`src/rtl/lsb_stego_extractor.sv`:
```
// Receive side of the encrypted LSB steganography path: recovers a length header and
// an XOR-encrypted payload from cover-pixel LSBs and streams out the plaintext bytes.
//
// state   | meaning
// IDLE    | waiting for start_i after reset
// HDR     | collecting the 8 header LSBs (payload length N)
// PAYLOAD | collecting payload bytes, decrypting, handing off over byte_o
// DONE    | all N bytes delivered (or N=0); waiting for the next start_i
module lsb_stego_extractor #(
  parameter logic [7:0] LFSR_TAPS = 8'hB8,
  parameter bit         MSB_FIRST = 1'b1
) (
  input  logic       clk,
  input  logic       wb_rst_n,
  input  logic       start_i,
  input  logic [7:0] key_i,
  input  logic [7:0] pix_i,
  input  logic       pix_valid_i,
  output logic       pix_ready_o,
  output logic [7:0] byte_o,
  output logic       byte_valid_o,
  input  logic       byte_ready_i,
  output logic [7:0] len_o,
  output logic       busy_o,
  output logic       done_o
);

  typedef enum logic [1:0] {IDLE, HDR, PAYLOAD, DONE} state_t;

  state_t     state;
  logic [2:0] bit_cnt;
  logic [7:0] shift_q;
  logic [7:0] lfsr;
  logic [7:0] byte_cnt;
  logic [7:0] shift_nxt;
  logic [7:0] lfsr_nxt;
  logic       pix_acc;
  logic       byte_hs;
  logic       unused_pix;

  assign pix_acc    = pix_valid_i & pix_ready_o;
  assign byte_hs    = byte_valid_o & byte_ready_i;
  assign shift_nxt  = MSB_FIRST ? {shift_q[6:0], pix_i[0]} : {pix_i[0], shift_q[7:1]};
  assign lfsr_nxt   = (lfsr >> 1) ^ (lfsr[0] ? LFSR_TAPS : 8'h00);
  assign unused_pix = ^pix_i[7:1];

  always_ff @(posedge clk or negedge wb_rst_n) begin
    if (!wb_rst_n) begin
      state        <= IDLE;
      bit_cnt      <= 3'd0;
      shift_q      <= 8'h00;
      lfsr         <= 8'h00;
      byte_cnt     <= 8'h00;
      byte_o       <= 8'h00;
      byte_valid_o <= 1'b0;
      len_o        <= 8'h00;
      pix_ready_o  <= 1'b0;
      busy_o       <= 1'b0;
      done_o       <= 1'b0;
    end else begin
      case (state)
        IDLE, DONE: begin
          if (start_i) begin
            state       <= HDR;
            // an all-zero seed would lock the LFSR at zero
            lfsr        <= (key_i == 8'h00) ? 8'h01 : key_i;
            bit_cnt     <= 3'd0;
            shift_q     <= 8'h00;
            byte_cnt    <= 8'h00;
            pix_ready_o <= 1'b1;
            busy_o      <= 1'b1;
            done_o      <= 1'b0;
          end
        end
        HDR: begin
          if (pix_acc) begin
            shift_q <= shift_nxt;
            bit_cnt <= bit_cnt + 3'd1;
            if (bit_cnt == 3'd7) begin
              len_o <= shift_nxt;
              if (shift_nxt == 8'h00) begin
                state       <= DONE;
                pix_ready_o <= 1'b0;
                busy_o      <= 1'b0;
                done_o      <= 1'b1;
              end else begin
                state    <= PAYLOAD;
                byte_cnt <= 8'h00;
              end
            end
          end
        end
        PAYLOAD: begin
          // pix_ready_o is low while a byte is pending, so accept and handshake never coincide
          if (pix_acc) begin
            shift_q <= shift_nxt;
            bit_cnt <= bit_cnt + 3'd1;
            if (bit_cnt == 3'd7) begin
              byte_o       <= shift_nxt ^ lfsr;
              byte_valid_o <= 1'b1;
              pix_ready_o  <= 1'b0;
              lfsr         <= lfsr_nxt;
              byte_cnt     <= byte_cnt + 8'd1;
            end
          end
          if (byte_hs) begin
            byte_valid_o <= 1'b0;
            byte_o       <= 8'h00;
            if (byte_cnt == len_o) begin
              state  <= DONE;
              busy_o <= 1'b0;
              done_o <= 1'b1;
            end else begin
              pix_ready_o <= 1'b1;
            end
          end
        end
        default: state <= IDLE;
      endcase
    end
  end

endmodule

```
`config.mk`:
```
export PLATFORM = sky130hd
export DESIGN_NAME = lsb_stego_extractor
export DESIGN_NICKNAME = d
export VERILOG_FILES = /design/src/rtl/lsb_stego_extractor.sv
export SDC_FILE = /design/constraint.sdc
export NUM_CORES = 1
export LEC_CHECK = 0
export ABC_AREA = 1
export CAP_MARGIN = 20
export CELL_PAD_IN_SITES_DETAIL_PLACEMENT = 1
export CELL_PAD_IN_SITES_GLOBAL_PLACEMENT = 1
export CORE_MARGIN = 2
export CORE_UTILIZATION = 25
export DETAILED_ROUTE_END_ITERATION = 8
export PLACE_DENSITY = 0.55
export SYNTH_ARGS = -nofsm -noshare
export SYNTH_HDL_FRONTEND = slang
export SYNTH_SLANG_ARGS = --single-unit
export TNS_END_PERCENT = 50
```
`constraint.sdc`:
```
create_clock -name clk -period 1.6 [get_ports clk]
set_input_delay 0.32 -clock clk [delete_from_list [all_inputs] [get_ports clk]]
set_output_delay 0.32 -clock clk [all_outputs]
set_load 0.05 [all_outputs]
```
* Word-level counts from Yosys, hierarchy flattened
Cells that the tools add are included. W data, S select, Z words.
Word-level totals: flip-flop bits (word level) 48, output and inout bits 20, input bits 21, logic and storage cells 98
Cells by class: reduce and logical (&&, ||, !) cells 16, equality and inequality tests 15, bitwise gates (word level) 4, mux-type cells 50, $add $sub $neg 2
Operators by type and width (count):
- $mux W8 | 14
- $pmux W8 S3 | 1
- $mux W1 | 20
- $ne A2 B2 Y1 const B | 9
- $logic_not A8 Y1 | 2
- $pmux W8 S2 | 1
- $pmux W7 S2 | 1
- $reduce_and A6 Y1 | 2
- $mux W2 | 5
- $pmux W1 S3 | 3
- $add A8 B1 Y8 const B | 1
- $eq A8 B8 Y1 | 1
- $reduce_and A4 Y1 | 2
- $xor A7 B8 Y8 | 1
- $xor A8 B8 Y8 | 1
- $mux W7 | 1
- $mux W3 | 2
- $pmux W2 S3 | 1
- $pmux W3 S2 | 1
- $reduce_and A3 Y1 | 2
- $reduce_bool A2 Y1 | 3
- $reduce_and A5 Y1 | 1
- $eq A2 B2 Y1 const B | 2
- $reduce_or A2 Y1 | 2
- 7 further kinds | 8

* Longest topological paths before layout
Gate-level depths: netlist of run 1.
depth in word-level cells 6, mapped depth 11, gate-level depth less buffers 11

* Worst setup path after synthesis of run 1
Ideal clock, no wire load.
kind register to register, start reg state[0], end reg lfsr[7], stages on the path, launching flop included 10, path buffers 1, arrival 1520 ps, slack -2 ps, clock period less this slack 1602 ps, cell sequence dfrtp_1 -> inv_1 -> ha_1 -> inv_2 -> or2_4 -> o21ai_0 -> nor2_2 -> buf_6 -> nor2_2 -> a31oi_1
Between the ends: word-level cells in the longest chain between the ends 4, elaborated cells on any way between the ends 10, those cells by class 5 x eq/ne; 1 x mux; 4 x reduce/logical
RTL lines:
- from (decl) | RTL line 30 | state_t state;
- from (signal assigned) | RTL line 49 | state <= IDLE;
- from (signal assigned) | RTL line 64 | state <= HDR;
- from (signal assigned) | RTL line 82 | state <= DONE;
- $eq A2 B2 Y1 / $logic_not A2 Y1 (equally long branches) | RTL line 61 | case (state)
- $reduce_or A2 Y1 | RTL line 61
- $ne A2 B2 Y1 (no source line) / $reduce_bool A2 Y1 (equally long branches)
- $reduce_and A4 Y1 (no source line)
- to (signal assigned) | RTL line 66 | lfsr <= (key_i == 8'h00) ? 8'h01 : key_i;
- to (signal assigned) | RTL line 102 | lfsr <= lfsr_nxt;
- to (decl) | RTL line 33 | logic [7:0] lfsr;
Several ways; a longest one is shown, not always the timed one. A chain may end at the register's enable or synchronous reset.

* Worst setup path after layout of run 1
start reg bit_cnt[0], end reg byte_cnt[2]
Between the ends: word-level cells in the longest chain between the ends 3, elaborated cells on any way between the ends 4, those cells by class 3 x eq/ne; 1 x reduce/logical
RTL lines:
- from (decl) | RTL line 31 | logic [2:0] bit_cnt;
- from (signal assigned) | RTL line 78 | bit_cnt <= bit_cnt + 3'd1;
- from (signal assigned) | RTL line 97 | bit_cnt <= bit_cnt + 3'd1;
- $eq A3 B3 Y1 * | RTL line 79, 98
- $ne A2 B2 Y1 (no source line)
- $reduce_and A6 Y1 (no source line) *
- to (signal assigned) | RTL line 103 | byte_cnt <= byte_cnt + 8'd1;
- to (decl) | RTL line 34 | logic [7:0] byte_cnt;
Mark *: on every way between the ends. The rest lies on a longest branch, timed or not.

==> results.toml, run 1 <==
[outcome]
status = "finished, violations left"
violations = "negative setup slack"

[synthesis]
synth_fa_ha_area_share_pct = 2.55
synthTopCellsByArea = "dfrtp_1 (49%), nand2_1 (12%), inv_1 (6.3%)"
synth_top_family_by_area = "simple AND/OR/NAND/NOR gates"
avgSynthCellArea_um2 = 8.18
synth_top_area_share_pct = 49.0
synth-seq-cells = 48
synth.net_count = 326
synth_area_leader_cell = "dfrtp_1"
post_synth_xor_area_fraction_pct = 4.28
yosysSeqAreaShare_pct = 49.0
synthSimpleGateAreaFrac_pct = 21.1
synth_mux_area_share_pct = 0
yosysWarnings = 0
postSynthCellCount = 300
yosysUniqueCellTypes = 29
synth-compound-area-share_pct = 14.9
syn_area_um2 = 2450

[grt]
grt_max_degree = 49
grt-ovfl-total = 0
grt_use_total_pct = 13.1
grtUsageMet2_pct = 21.3
grtUsageMet1_pct = 18.3
antenna_found_initial = 0
grt_most_used_layer = "met2"
grt_pass1_vias = 2214
use_met3_pct = 2.10
grt_pass1_wl_mm = 11.0

[timing]
max_clock_freq_mhz = 621
drv_slew = 0
tightestPinTransition_ps = 325
rsz0062_at_grt = "yes"
hold_viol = 0
final_min_period_over_clock_period_pct = 101
skew_ps = 4.37
setup_viol = 1
setup_ws_ps = -10.8
slew_headroom_pct = 78.3
post-route-min-period_ps = 1610

[routing]
drtAntennaViolNets = 0
drc = 0
vias = 2172
wl_per_cell_um = 12.7
wl_mm = 6.40
first_pass_iters = 4
first_iter_violations = 35
via_per_inst = 4.30

[worst_setup_path]
critPathKind = "reg2reg"
r2r_slack_ps = -10
r2r-end = "byte_cnt[2]$_DFFE_PN0P_"
critPathBufInv = 2
cp.depth = 10
start_kind = "flop"
crit_top_cell = "nor2_4"
critPathSlowestCell = "dfrtp_1"
endpoint_kind = "flop"
startpoint = "bit_cnt[0]$_DFFE_PN0P_"
crit_required_ps = 1840
r2r_cells = 10
r2r-start = "bit_cnt[0]$_DFFE_PN0P_"
max_stage_delay_ps = 380
timing.critical_path.cells = "ha_2 > ha_4 > inv_2 > nor2_4 > nor2_4 > nor2_4 > nand2_4 > inv_6 > nand2_2 > a21oi_2"
cpLargestDelayFamily = "simple AND/OR/NAND/NOR gates"
worstPathMaxFanout = 8
cp.arrival_ps = 1850

[floorplan]
die_area_um2 = 10600
rows = 36
start_util_pct = 25.5
die_w_um = 103
core_area_um2 = 9640
die_y_um = 103
ios = 41

[layout]
layout.cells.non_filler = 505
diodes = 0
syn_to_final_growth_pct = 44.7
multi_input_area_um2 = 1160
nets = 397
final_layout_size_suffix_gt1_share_pct = 26.9
fill_cells = 1159
regArea_um2 = 1200

[cts]
clock_path_buffers = 2
clk_pin_slew_ps = 90
clock_latency_ps = 300
cts_tree = "yes"
clockRootBuffer = "clkbuf_8"
cts_buffers = 5
h-tree-depth = 2
cts.sinks = 48

[placed_design]
gp_congestion = 0.769
dpl.hpwl_mm = 4.84
numPortBuffers = 33
post-place-ws_ps = -230
placed_cells = 492

[hold_path]
hold_path_class = "reg2reg"
hold_end = "bit_cnt[0]$_DFFE_PN0P_"
min_path_cells = 1
hold_path_startpoint = "bit_cnt[0]$_DFFE_PN0P_"

[power_and_ir_drop]
irDropWorstVdd_mv = 0.640
leakage_nw = 1.61
power_density_nw_per_um2 = 1900

[flow_run]
maxCapViolCount = 0
==> routing by layer <==
layer / wire, µm / part of all wire [%]
met5: 0 / 0
met4: 63 / 0.98
met3: 122 / 1.9
met2: 2960 / 46
met1: 3260 / 51
==> cell usage in the layout (no fill, tap or decap), types with 2 or more instances in the layout <==
cell type	n
dfrtp_1	48
nand2_1	74
o21ai_1	4
nor2_4	3
buf_12	14
xor2_1	2
o22ai_1	13
xnor2_1	10
nand2_4	2
buf_4	37
a22o_1	2
nor2_2	2
a31oi_1	6
nand2_2	6
ha_4	2
clkdlybuf4s50_1	12
ha_1	2
nand3_1	14
buf_6	3
inv_2	7
o21ai_0	21
o21ai_4	3
nor2_1	18
a21oi_1	5
inv_1	37
nand4_1	2
o22ai_2	2
a21oi_2	2
clkbuf_8	5
==> synthesized netlist by cell type, drive strengths merged <==
cell	number
nand2	81
dfrtp	48
inv	46
o21ai	29
nor2	23
o22ai	15
nand3	14
xnor2	10
a21oi	8
a31oi	6
ha	5
buf	3
a22o	2
clkbuf	2
nand4	2
or2	2
xor2	2
nor3	1
o211ai	1
==> power by group <==
part           leakage [nW]  switching [W]  internal (W)
Clock                0.0541       0.000430      0.000463
Sequential            0.618       0.000341       0.00158
Combinational         0.938        0.00223       0.00170
==> state kept, by name, summed over array words and instances, names as in the netlist <==
name          flops
byte_o            8
byte_cnt          8
len_o             8
pix_ready_o       1
busy_o            1
shift_q           7
lfsr              8
done_o            1
bit_cnt           3
state             2
byte_valid_o      1
==> worst reg2reg max path, stage by stage, from the launching register on <==
cell,delay (ps)
dfrtp_1,380
ha_2,200
ha_4,140
inv_2,40
nor2_4,200
nor2_4,70
nor2_4,160
nand2_4,110
inv_6,100
nand2_2,50
a21oi_2,100
==> how the worst max path moves through the flow <==
| stage | endpoint |
|---|---|
| after floorplan | byte_cnt[2]$_DFFE_PN0P_ |
| after global placement | shift_q[2]$_DFFE_PN0P_ |
| after detailed placement | shift_q[4]$_DFFE_PN0P_ |
| after CTS | byte_cnt[2]$_DFFE_PN0P_ |
| after global routing | busy_o$_DFFE_PN0P_ |
| final | byte_cnt[2]$_DFFE_PN0P_ |
==> what timing repair did <==
item	4_1_cts	5_1_grt
hold buffers	1	0
resized for setup	17	19
setup endpoints to repair	36	37
setup buffers	0	3
cloned	1	0
pin swaps	5	7
endpoints found under the hold margin	1	0
==> stage by stage <==
stage	power (W)	util (%)	hold slack, ps	setup TNS [ps]	area (µm²)
2_1_floorplan	0.00410	-	24.4	0	2470
5_1_grt	0.00730	36.8	539	-2230	3550
4_1_cts	0.00665	36.0	515	-172	3470
3_3_place_gp	0.00548	34.1	329	-4220	3290
6_report	0.00674	36.8	510	-10.8	3550
3_5_place_dp	0.00554	34.1	332	-5130	3290
==> logic make-up (layout without fill, tap and decap cells) <==
| group | after synthesis | count (layout) |
|---|---|---|
| simple gates | 123 | 124 |
| compound gates | 61 | 61 |
| buf+inv | 51 | 122 |
| flops | 48 | 48 |
| xor+xnor | 12 | 12 |
| fa+ha+maj | 5 | 5 |
==> area by class of cell <==
| cell class | count | share of cell area (%) |
|---|---|---|
| Multi-Input combinational cell | 202 | 32.8 |
| Timing Repair Buffer | 68 | 20.5 |
| Inverter | 46 | 5.07 |
| Tap cell | 133 | 4.69 |
| Clock inverter | 3 | 1.20 |
| Clock buffer | 5 | 1.94 |
| Sequential cell | 48 | 33.8 |
No activity file was read; power rests on OpenSTA's default activity.
==> run 2: changes to the inputs <==
--- a/config.mk
+++ b/config.mk
@@ -12,7 +12,8 @@
 export CORE_MARGIN = 2
 export CORE_UTILIZATION = 25
 export DETAILED_ROUTE_END_ITERATION = 8
-export PLACE_DENSITY = 0.55
+export PLACE_DENSITY_LB_ADDON = 0.1
+export SKIP_LAST_GASP = 1
 export SYNTH_ARGS = -nofsm -noshare
 export SYNTH_HDL_FRONTEND = slang
 export SYNTH_SLANG_ARGS = --single-unit
==> results.toml, run 2 (same netlist as run 1, synthesis figures left out) <==
[flow_run]
maxCapViolCount = 0

[worst_setup_path]
r2r-end = "byte_o[6]$_DFFE_PN0P_"
endpoint_kind = "flop"
crit_required_ps = 1790
worstPathMaxFanout = 9
critPathBufInv = 4
critPathKind = "reg2reg"
r2r_cells = 9
max_stage_delay_ps = 370
r2r_slack_ps = -30
critPathSlowestCell = "dfrtp_1"
cpLargestDelayFamily = "buffers and inverters"
r2r-start = "bit_cnt[0]$_DFFE_PN0P_"
cp.arrival_ps = 1810
timing.critical_path.cells = "ha_2 > ha_4 > inv_2 > nor2_4 > buf_4 > inv_1 > a21oi_4 > buf_6 > o22ai_1"
start_kind = "flop"

[power_and_ir_drop]
p_comb_share_pct = 60.6
leakage_nw = 1.64
switching_share_pct = 44.1
power_density_nw_per_um2 = 1930
p_int_w = 0.00386
clockPowerShare_pct = 11.5
irDropWorstVdd_mv = 1.16
seqPwrFrac_pct = 27.9
netSwitchingPower_w = 0.00305

[routing]
via_per_inst = 4.34
drtAntennaViolNets = 0
vias = 2211
first_pass_iters = 4
wl_per_cell_um = 13.1
first_iter_violations = 57
wl_mm = 6.71
drc = 0

[cts]
clockRootBuffer = "clkbuf_8"
cts_tree = "yes"
clk_pin_slew_ps = 100
h-tree-depth = 2
cts.sinks = 48
clock_latency_ps = 300
clock_path_buffers = 2
cts_buffers = 5

[grt]
grt-ovfl-total = 0
grt_most_used_layer = "met2"
grt_pass1_vias = 2380
use_met3_pct = 2.44
grt_use_total_pct = 14.1
grt_pass1_wl_mm = 11.6
grt_max_degree = 39
antenna_found_initial = 0
grtUsageMet1_pct = 18.9
grtUsageMet2_pct = 23.6

[layout]
final_layout_size_suffix_gt1_share_pct = 26.8
mostFrequentLayoutCells = "nand2_1 (75), dfrtp_1 (48), buf_4 (41)"
fin_area_um2 = 3580
syn_to_final_growth_pct = 46.0
nets = 402
diodes = 0
postLayoutCoreUtil_pct = 37.2
final_common_cell = "nand2_1"

[floorplan]
die_w_um = 103
start_util_pct = 25.5
die_y_um = 103
die_area_um2 = 10600
rows = 36
ios = 41
core_area_um2 = 9640

[timing]
slew_headroom_pct = 77.1
final_min_period_over_clock_period_pct = 102
skew_ps = 7.25
post-route-min-period_ps = 1630
tightestPinTransition_ps = 344
setup_ws_ps = -27.9
hold_viol = 0
max_clock_freq_mhz = 614
setup_viol = 15
drv_slew = 0
rsz0062_at_grt = "yes"

[placed_design]
numPortBuffers = 33
gp_congestion = 0.720
dpl.hpwl_mm = 5.13
placed_cell_area_um2 = 3310
post-place-ws_ps = -241

[outcome]
status = "finished, violations left"
violations = "negative setup slack"

[hold_path]
hold_path_class = "in2async"
==> run 2: cell types whose count changed in the layout (fill, tap and decap cells not counted), sizes merged <==
cell      delta
buf          +6
bufinv       -1
clkbuf       +1
clkinvlp     -1
inv          +1
nand2        -1
==> run 2: power groups by stage <==
stage,Clock (W),Combinational [W],Sequential (W)
floorplan,0,0.00176,0.00234
global placement,0,0.00359,0.00194
detailed placement,0,0.00362,0.00196
CTS,0.000837,0.00408,0.00194
global route,0.000875,0.00461,0.00199
finish,0.000793,0.00418,0.00193
==> run 2: worst reg2reg max path: stages (launching register included) <==
cell,delay (ps)
dfrtp_1,370
ha_2,200
ha_4,130
inv_2,40
nor2_4,150
buf_4,150
inv_1,60
a21oi_4,170
buf_6,160
o22ai_1,80
==> run 2: layout make-up <==
class | instances | area [µm²]
clock buffers | 6 | 82.6
clock inverters | 2 | 13.8
fillers | 1187 | 6060
inverters | 46 | 175
multi-input cells | 201 | 1140
flip-flops and latches | 48 | 1200
well taps | 133 | 166
repair buffers | 74 | 805
==> run 2: layer usage <==
metal | wire length (µm) | up-vias | part of all wire, %
met5 | 0 | - | 0
met2 | 3250 | 19 | 48
met1 | 3250 | 1071 | 48
met3 | 139 | 7 | 2.1
li1 | - | 1114 | -
met4 | 73 | 0 | 1.1
==> run 2: stage by stage <==
stage          instances  power, W  TNS [ps]  hold slack [ps]
6_report             510   0.00690      -277              417
5_1_grt              510   0.00747     -2580              446
4_1_cts              508   0.00685     -87.6              424
3_5_place_dp         495   0.00558     -5540              234
3_3_place_gp         495   0.00553     -4760              227
2_1_floorplan        300   0.00410         0             24.4
==> run 2: how the worst max path moves through the flow <==
stage,startpoint,endpoint,slack [ps],cells after the start
global route,bit_cnt[0]$_DFFE_PN0P_,byte_o[7]$_DFFE_PN0P_,-120,9
floorplan,pix_ready_o$_DFFE_PN0P_,byte_cnt[2]$_DFFE_PN0P_,30,8
global placement,pix_valid_i,byte_cnt[2]$_DFFE_PN0P_,-230,9
detailed placement,pix_i[0],byte_cnt[1]$_DFFE_PN0P_,-240,9
finish,bit_cnt[0]$_DFFE_PN0P_,byte_o[6]$_DFFE_PN0P_,-30,9
CTS,state[1]$_DFFE_PN0P_,busy_o$_DFFE_PN0P_,-20,10
==> run 2: repair_timing <==
item                                    4_1_cts  5_1_grt
endpoints found under the setup margin       21       34
setup buffers                                 3        2
hold buffers                                  1        0
gates resized for setup                      14       12
endpoints found under the hold margin        10        0
cloned                                        1        0
pin swaps                                     2        1
==> run 3: changes to the inputs <==
--- a/config.mk
+++ b/config.mk
@@ -12,6 +12,7 @@
 export CORE_MARGIN = 2
 export CORE_UTILIZATION = 25
 export DETAILED_ROUTE_END_ITERATION = 8
+export HOLD_SLACK_MARGIN = 0.12
 export PLACE_DENSITY_LB_ADDON = 0.1
 export SKIP_LAST_GASP = 1
 export SYNTH_ARGS = -nofsm -noshare
==> results of run 3 <==
The final DEF is identical to that of run 2; final timing and power are the same.
